[src/rtl/mem_arbiter_pkg.sv]
// mem_arbiter_pkg: shared types and constants for the two-port memory arbiter.
package mem_arbiter_pkg;

    localparam int DATA_W           = 32;
    localparam int ADDR_W           = 32;
    localparam int LOCK_MAX_DEFAULT = 4;

    // Access walk: a request is taken in IDLE, drives memory in ACCESS,
    // and is acknowledged in RESP.
    typedef enum logic [1:0] {
        IDLE   = 2'd0,
        ACCESS = 2'd1,
        RESP   = 2'd2
    } state_e;

    // One latched word access as seen by the data memory.
    typedef struct packed {
        logic              we;
        logic [ADDR_W-1:0] addr;
        logic [DATA_W-1:0] wdata;
    } access_t;

    // Width of a counter that must hold the values 0..max_val.
    function automatic int cnt_width(input int max_val);
        return (max_val < 1) ? 1 : $clog2(max_val + 1);
    endfunction

endpackage

[src/rtl/mem_arbiter_pick.sv]
// rr_pick2: combinational 2-way chooser. Round-robin between two requesters,
// overridden by a lock streak held by the previous owner, and produces the
// lock streak count that goes with the chosen winner.
module rr_pick2
    import mem_arbiter_pkg::*;
#(
    parameter int LOCK_MAX = LOCK_MAX_DEFAULT,
    parameter int CNT_W    = cnt_width(LOCK_MAX)
) (
    input  logic [1:0]       req_i,
    input  logic [1:0]       lock_i,
    input  logic             ptr_i,
    input  logic             owner_i,
    input  logic             owner_locked_i,
    input  logic [CNT_W-1:0] lock_cnt_i,
    output logic             grant_o,
    output logic             winner_o,
    output logic [CNT_W-1:0] lock_cnt_o
);

    localparam logic [CNT_W-1:0] CNT_MAX = CNT_W'(LOCK_MAX);

    logic other;
    logic hold;

    assign other = ~owner_i;
    // The previous owner keeps a claim only if it was locked at its grant
    // and is still asking.
    assign hold  = owner_locked_i & req_i[owner_i];

    // Winner selection and lock streak bookkeeping
    always_comb begin
        // NOTE: every output gets a default first so no path through the
        // if/else chain can leave one unassigned and infer a latch.
        grant_o    = |req_i;
        winner_o   = 1'b0;
        lock_cnt_o = '0;

        if (hold && (lock_cnt_i < CNT_MAX)) begin
            winner_o = owner_i;
        end else if (hold) begin
            // Streak exhausted: yield if the other side wants the memory,
            // otherwise the owner simply carries on.
            winner_o = req_i[other] ? other : owner_i;
        end else if (&req_i) begin
            winner_o = ptr_i;
        end else begin
            winner_o = req_i[1];
        end

        if (!lock_i[winner_o]) begin
            lock_cnt_o = '0;
        end else if ((winner_o != owner_i) || (lock_cnt_i >= CNT_MAX)) begin
            // New owner, or an owner continuing past the limit: streak restarts.
            lock_cnt_o = CNT_W'(1);
        end else begin
            lock_cnt_o = lock_cnt_i + 1'b1;
        end
    end

endmodule

[src/rtl/mem_arbiter.sv]
// mem_arbiter: two requesters sharing one combinational-read data memory.
// Every access is a fixed IDLE -> ACCESS -> RESP walk, so a request sampled
// in IDLE completes two cycles later and the memory sees at most one access
// every three cycles.
module mem_arbiter
    import mem_arbiter_pkg::*;
#(
    parameter int LOCK_MAX = LOCK_MAX_DEFAULT
) (
    input  logic              clk,
    input  logic              rst_n,

    input  logic              req0,
    input  logic              we0,
    input  logic [ADDR_W-1:0] addr0,
    input  logic [DATA_W-1:0] wdata0,
    input  logic              lock0,
    output logic              done0,
    output logic [DATA_W-1:0] rdata0,

    input  logic              req1,
    input  logic              we1,
    input  logic [ADDR_W-1:0] addr1,
    input  logic [DATA_W-1:0] wdata1,
    input  logic              lock1,
    output logic              done1,
    output logic [DATA_W-1:0] rdata1,

    output logic [ADDR_W-1:0] mem_A,
    output logic [DATA_W-1:0] mem_WD,
    output logic              mem_WE,
    input  logic [DATA_W-1:0] mem_RD
);

    localparam int CNT_W = cnt_width(LOCK_MAX);

    state_e           state_q,        state_d;
    logic             ptr_q,          ptr_d;
    logic             owner_q,        owner_d;
    logic             owner_locked_q, owner_locked_d;
    logic [CNT_W-1:0] lock_cnt_q,     lock_cnt_d;
    access_t          acc_q,          acc_d;
    logic [DATA_W-1:0] rdata_q,       rdata_d;

    access_t          port0_acc;
    access_t          port1_acc;
    logic             pick_grant;
    logic             pick_winner;
    logic [CNT_W-1:0] pick_cnt;
    logic             in_resp;

    assign port0_acc = '{we: we0, addr: addr0, wdata: wdata0};
    assign port1_acc = '{we: we1, addr: addr1, wdata: wdata1};
    assign in_resp   = (state_q == RESP);

    rr_pick2 #(
        .LOCK_MAX (LOCK_MAX),
        .CNT_W    (CNT_W)
    ) u_pick (
        .req_i          ({req1, req0}),
        .lock_i         ({lock1, lock0}),
        .ptr_i          (ptr_q),
        .owner_i        (owner_q),
        .owner_locked_i (owner_locked_q),
        .lock_cnt_i     (lock_cnt_q),
        .grant_o        (pick_grant),
        .winner_o       (pick_winner),
        .lock_cnt_o     (pick_cnt)
    );

    // Next-state logic: take a grant in IDLE, capture read data at the end of ACCESS
    always_comb begin
        state_d        = state_q;
        ptr_d          = ptr_q;
        owner_d        = owner_q;
        owner_locked_d = owner_locked_q;
        lock_cnt_d     = lock_cnt_q;
        acc_d          = acc_q;
        rdata_d        = rdata_q;

        case (state_q)
            IDLE: begin
                if (pick_grant) begin
                    state_d        = ACCESS;
                    owner_d        = pick_winner;
                    ptr_d          = ~pick_winner;
                    owner_locked_d = pick_winner ? lock1 : lock0;
                    lock_cnt_d     = pick_cnt;
                    acc_d          = pick_winner ? port1_acc : port0_acc;
                end
            end
            ACCESS: begin
                // Captured for writes as well; the write lands on this same edge.
                state_d = RESP;
                rdata_d = mem_RD;
            end
            RESP: begin
                state_d = IDLE;
            end
            default: begin
                state_d = IDLE;
            end
        endcase
    end

    // Control registers: FSM state, round-robin pointer, owner and lock streak
    always_ff @(posedge clk or negedge rst_n) begin
        if (!rst_n) begin
            state_q        <= IDLE;
            ptr_q          <= 1'b0;
            owner_q        <= 1'b0;
            owner_locked_q <= 1'b0;
            lock_cnt_q     <= '0;
        end else begin
            // NOTE: non-blocking assignments make every register update from
            // pre-edge values, independent of statement order.
            state_q        <= state_d;
            ptr_q          <= ptr_d;
            owner_q        <= owner_d;
            owner_locked_q <= owner_locked_d;
            lock_cnt_q     <= lock_cnt_d;
        end
    end

    // Data registers: latched access and captured read word
    always_ff @(posedge clk or negedge rst_n) begin
        if (!rst_n) begin
            // NOTE: data registers are reset as well, because they drive the
            // memory bus and the read-data ports directly and must read 0
            // while reset is held.
            acc_q   <= '0;
            rdata_q <= '0;
        end else begin
            acc_q   <= acc_d;
            rdata_q <= rdata_d;
        end
    end

    // Memory bus and per-port completion outputs
    always_comb begin
        mem_A  = acc_q.addr;
        mem_WD = acc_q.wdata;
        mem_WE = (state_q == ACCESS) && acc_q.we;
        done0  = in_resp && !owner_q;
        done1  = in_resp &&  owner_q;
        rdata0 = (in_resp && !owner_q) ? rdata_q : '0;
        rdata1 = (in_resp &&  owner_q) ? rdata_q : '0;
    end

endmodule

[config.mk]
export PLATFORM = sky130hd
export DESIGN_NAME = mem_arbiter
export DESIGN_NICKNAME = d
export VERILOG_FILES = /design/src/rtl/mem_arbiter_pkg.sv /design/src/rtl/mem_arbiter_pick.sv /design/src/rtl/mem_arbiter.sv
export SDC_FILE = /design/constraint.sdc
export NUM_CORES = 1
export LEC_CHECK = 0
export ABC_AREA = 0
export CORE_ASPECT_RATIO = 0.8
export CORE_UTILIZATION = 39
export CTS_CLUSTER_SIZE = 20
export DETAILED_ROUTE_END_ITERATION = 8
export MAX_ROUTING_LAYER = met4
export PLACE_DENSITY_LB_ADDON = 0.12
export SYNTH_ARGS = -nofsm -noshare
export SYNTH_HDL_FRONTEND = slang
export SYNTH_SLANG_ARGS = --single-unit
[constraint.sdc]
create_clock -name clk -period 2.4 [get_ports clk]
set_input_delay 0.24 -clock clk [delete_from_list [all_inputs] [get_ports clk]]
set_output_delay 0.24 -clock clk [all_outputs]
set_load 0.005 [all_outputs]
Yosys cells after proc, flatten, opt, wreduce, memory -nomap -nowiden
Cells that the tools add are included.

cells by class
  add/sub/neg operators = 1
  bitwise operators = 3
  multiplexer cells = 17
  order comparisons = 5
  reduce and logical (&&, ||, !) cells = 10
  equal/unequal tests = 4

operators with widths
  cell                                                                           number
  65-bit two-way mux                                                             1
  32-bit two-way mux                                                             2
  1-bit two-way mux                                                              10
  1-bit by 2-bit less-than comparator with 1-bit output (second input constant)  3
  3-bit two-way mux                                                              2
  1-bit logical AND                                                              4
  2-bit one-hot mux with 2 select lines                                          1
  2-bit AND reduction                                                            2
  3-bit by 1-bit adder with 3-bit output (second input constant)                 1
  3-bit >= comparator (second input constant)                                    1
  3-bit less-than comparator (second input constant)                             1
  2-bit by 1-bit == test with 1-bit output (second input constant)               1
  2-bit == test (second input constant)                                          1
  2-bit zero test                                                                1
  2-bit two-way mux                                                              1
  2-bit inequality test (second input constant)                                  1
  1-bit inverter                                                                 2
  2-bit OR reduction                                                             1
  1-bit AND                                                                      1
  1-bit zero test                                                                1
  1-bit logical OR                                                               1
  1-bit inequality test                                                          1

word-level totals
  word-level logic and storage cells = 49
  register bits after elaboration = 105

Longest topological paths before layout
  depth after elaboration = 10
  depth in mapped cells = 7

Cells and area by module
From an unflattened synthesis, not the netlist that was laid out.

unflattened totals
  cell total of the unflattened synthesis = 450
  area, all modules = 5876.9 µm²

by module, submodules not included
  module       seq. area each (µm²)  cells each  area each (µm²)  times used
  mem_arbiter  2627.5                434         5751.8           1
  rr_pick2     0.0                   16          125.1            1

Least setup slack after synthesis
OpenSTA, ideal clock, no wires.

  kind = register to register
  start point = reg owner_q
  end point = reg lock_cnt_q[2]
  buffers on the path = 2
  path slack = 0.796 ns
  arrival = 1.508 ns
  period minus slack after synthesis = 1.604 ns
  cell stages (with the launch flop) = 7
  required time = 2.305 ns
  setup time = 0.095 ns
  path through = dfrtp_1 > buf_6 > xor2_1 > o221ai_1 > buf_6 > mux2_4 > o31ai_1

between the ends
  longest elaborated chain between the ends = 9
  elaborated cells between the ends (all ways) = 16
  classes of those cells = eq/ne: 1; mux: 11; bitwise: 2; reduce/logical: 2

ends and longest elaborated chain
  element                                                        RTL line                                        RTL
  start, declared                                                mem_arbiter.sv:39                               logic owner_q, owner_d;
  start signal, assigned                                         mem_arbiter.sv:119                              owner_q <= owner_d;
  1-bit two-way mux, on equally long branches (2 in a row)       mem_arbiter_pick.sv:44, mem_arbiter_pick.sv:29
  1-bit two-way mux / 1-bit AND (equally long branches)          mem_arbiter_pick.sv:44, mem_arbiter_pick.sv:29
  1-bit two-way mux / 1-bit logical AND (equally long branches)  mem_arbiter_pick.sv:41, mem_arbiter_pick.sv:39
  1-bit two-way mux                                              mem_arbiter_pick.sv:39                          if (hold && (lock_cnt_i < CNT_MAX)) begin
  1-bit inequality test                                          mem_arbiter_pick.sv:53                          end else if ((winner_o != owner_i) || (lock_cnt_i >= CNT_MAX)) begin
  1-bit logical OR                                               mem_arbiter_pick.sv:53
  3-bit two-way mux                                              mem_arbiter_pick.sv:53
  3-bit two-way mux (*)                                          mem_arbiter_pick.sv:51                          if (!lock_i[winner_o]) begin
  end signal, assigned                                           mem_arbiter.sv:121                              lock_cnt_q <= lock_cnt_d;
  end, declared                                                  mem_arbiter.sv:41                               logic [CNT_W-1:0] lock_cnt_q, lock_cnt_d;

Mark *: on every way between the ends. The rest lies on a longest branch, timed or not. The select of a mux whose other input is x is not followed.
A chain may end at the register's enable or synchronous reset.

Worst setup path after layout
  start point = reg owner_q
  end point = out rdata0[26]

between the ends
  longest elaborated chain between the ends = 3

ends and longest elaborated chain
  element             RTL line            RTL
  1-bit zero test     mem_arbiter.sv:146  rdata0 = (in_resp && !owner_q) ? rdata_q : '0;
  1-bit logical AND   mem_arbiter.sv:146
  32-bit two-way mux  mem_arbiter.sv:146
  end, declared       mem_arbiter.sv:19   output logic [DATA_W-1:0] rdata0,

No other way between the ends.

==> qor.yml <==
synth_cells: 529
yosysMostFrequentCell: "dfrtp_1"
first_pass_iters: 4
fin_crit_ns: 2.28
whs_endpoint: "mem_WD[26]"
initial_utilization: 0.402
cp_top_family: "buffers and inverters"
detail_route.iter0.violations: 162
dieArea_um2: 14600
critPathMaxStageDelay_ns: 0.52
switching_share: 0.314
critPathCaptureType: "output port"
post-place-ws_ns: 0.330
worstSetupPathType: "reg -> out"
power_mw: 8.71
combPwrFrac: 0.459
track_usage: 0.194
pwr-share-clk: 0.175
fmax_mhz: 439
cts-root-buf: "clkbuf_16"
grt_first_pass_wirelength_um: 21200
ctsHtreeMaxLevel: 3
finalSetupViolCount: 0
final_core_util: 0.620
internal_power_mw: 5.98
cp_slowest_cell: "clkdlybuf4s50_1"
fin_tns_setup_ns: 0
clkLatencyLatePin_ns: 0.34
clockBufferDepth: 2
critPathMaxFanout: 33
antenna_left: 0
gp_congestion: 0.825
io_pins: 299
hp-class: "reg -> reg"
grt_max_degree: 78
grt_remaining_overflow: 0
synth.cell_area_um2: 5510
status: "finished, final reports clean"
rsz0062_at_grt: "false"
clk_pin_slew_ns: 0.07
synthesis.nets: 698
synth_area_leaders: "dfrtp_1 (48%), mux2i_1 (12%), buf_4 (8.7%), and2_1 (7.4%), mux2_2 (6.5%)"
skew_ns: 0.00775
cts_tree: "yes"
wirelength_um: 13900
ff2ff_path_depth: 5
maxCapViolations: 0
synth_top_area_share: 0.477
max-vdd-ir-drop_mv: 0.475
slew_viol_final: 0
die_w_um: 135
design.core.area_um2: 13700
synth_area_per_cell_um2: 10.4
clock_sinks: 105
slew_headroom: 0.513
critPathArrivalTime_ns: 2.04
cts_setup_buffers: 0
drive_gt1_frac: 0.0836
power_switching_mw: 2.73
p_per_area_nw_per_um2: 1030
startpoint: "owner_q"
grt_antenna_before_repair: 0
path_buf_inv: 2
r2r_slack_ns: 0.46
seq_power_share: 0.366
leakagePower_nw: 3.70
layout_setup_ws_ns: 0.123
cts_resized: 0
dp_hpwl_um: 10700
antenna_cells: 0
via_count: 4344
r2r-start: "owner_q"
r2r_end: "mem_A[31]"
yosysTopAreaCell: "dfrtp_1"
grt_pass1_vias: 4289
cts_inserted_buffers: 9
finalCritPeriodShare: 0.949
synth_common_cells: "dfrtp_1 (105), nand2_1 (73), o21ai_0 (68), mux2i_1 (66), and2_1 (65)"
die_y_um: 108
drc: 0
yosys_register_bits: 105
cp_cell_sequence: "nor3b_2 > buf_4 > and2_1 > clkdlybuf4s50_1"
synth-main-ff-cell: "dfrtp_1"
via_per_inst: 4.65
start_kind: "register"
synth_cell_types: 27
hold_violations: 0
required_ns: 2.16
synthArstFlopShare: 1.00
nets: 920
min_from: "mem_WD[26]"
worst_slew_pin_slew_ns: 0.730
io_buffers: 298
whs_path_depth: 2
syn_to_final_growth_pct: 54.2
yosys_warnings: 0
synth_seq_area_share: 0.477
wl_per_cell_um: 14.9
std_cell_rows: 38
synth_edf_count: 0
==> metrics by stage <==
| stage | area (um2) | instances | hold WS (ns) |
|---|---|---|---|
| after floorplan | 5510 | 529 | -0.0556 |
| after global placement | 8180 | 919 | 0.344 |
| after detailed placement | 8180 | 919 | 0.352 |
| after CTS | 8490 | 934 | 0.487 |
| after global routing | 8490 | 934 | 0.499 |
| final | 8490 | 934 | 0.479 |
==> area by class of cell <==
cell class,instances,area [um2]
multi-input combinational,325,2230
clock buffer,9,225
fill,1107,5200
tap,180,225
sequential,105,2630
clock inverter,5,81.3
timing repair buffer,309,3100
inverter,1,3.75
==> worst max path at each step <==
stage | to | slack (ns) | cells past startpoint
after floorplan | lock_cnt_q[2] | 0.80 | 6
after detailed placement | mem_WD[25] | 0.33 | 6
final | rdata0[26] | 0.12 | 4
after global placement | acc_q[64] | 0.43 | 6
after CTS | rdata0[26] | 0.09 | 4
after global routing | rdata0[9] | 0.0003 | 4
==> sequential cells by signal (all words and copies together) (netlist names) <==
| register | count |
|---|---|
| mem_WD | 32 |
| ptr_q | 1 |
| owner_locked_q | 1 |
| acc_q | 1 |
| owner_q | 1 |
| lock_cnt_q | 3 |
| rdata_q | 32 |
| mem_A | 32 |
| state_q | 2 |
==> tightest hold or removal path, delay by kind of cell, from the launching register on <==
| family | cells | cell delay (ns) |
|---|---|---|
| flops | 1 | 0.34 |
| compound gates | 1 | 0.06 |
| simple gates | 1 | 0.04 |
==> cell families (layout without fill, tap and decap cells) <==
| group | Yosys count | count (layout) | share of synthesized area |
|---|---|---|---|
| AO/OA/AOI/OAI | 71 | 71 | 0.0661 |
| XOR/XNOR | 1 | 1 | 0.00159 |
| adder cells (fa/ha/maj) | 1 | 1 | 0.00227 |
| buffers and inverters | 99 | 324 | 0.125 |
| flip-flops | 105 | 105 | 0.477 |
| multiplexers | 99 | 99 | 0.188 |
| AND/OR/NAND/NOR | 153 | 153 | 0.140 |
==> cells in the final DEF (no fill, tap or decap) <==
cell and n:
mux2_2 32, ha_1 1, o21ai_0 68, clkdlybuf4s50_1 297, clkbuf_16 9, nand3_1 1
buf_4 8, clkinvlp_4 1, nand4_1 1, and3b_1 1, bufinv_16 2, o31ai_1 1
or3b_2 1, nor2b_4 1, mux2_4 1, dfrtp_1 105, nor2_1 4, nor3b_2 1
xor2_1 1, clkinv_2 1, nand2b_1 2, mux2i_1 66, o211ai_1 1, or3_4 1
nand3b_1 2, o221ai_4 1, inv_6 1, and2_1 65, buf_12 3, dlygate4sd3_1 1
inv_1 1, nand2_1 73
==> repair_timing <==
item	CTS	global route
setup endpoints to repair	0	0
endpoints found under the hold margin	39	0
hold buffers	1	0
==> power by group through the flow <==
stage                     clock network [mW]  logic, mW  registers, mW
after CTS                               1.59       4.07           3.19
after floorplan                            0       2.70           3.02
after global routing                    1.65       4.39           3.31
after detailed placement                   0       4.06           3.22
final                                   1.53       3.99           3.19
after global placement                     0       3.97           3.17
==> routing by layer <==
layer	routed length [um]	part of all wire	vias up	GRT usage
met2	7190	0.52	168	0.345
li1	-	-	2135	-
met3	988	0.071	17	0.0520
met4	202	0.015	0	0.0554
met5	0	0	-	-
met1	5540	0.40	2024	0.214
Power figures use the tool's default switching activity.
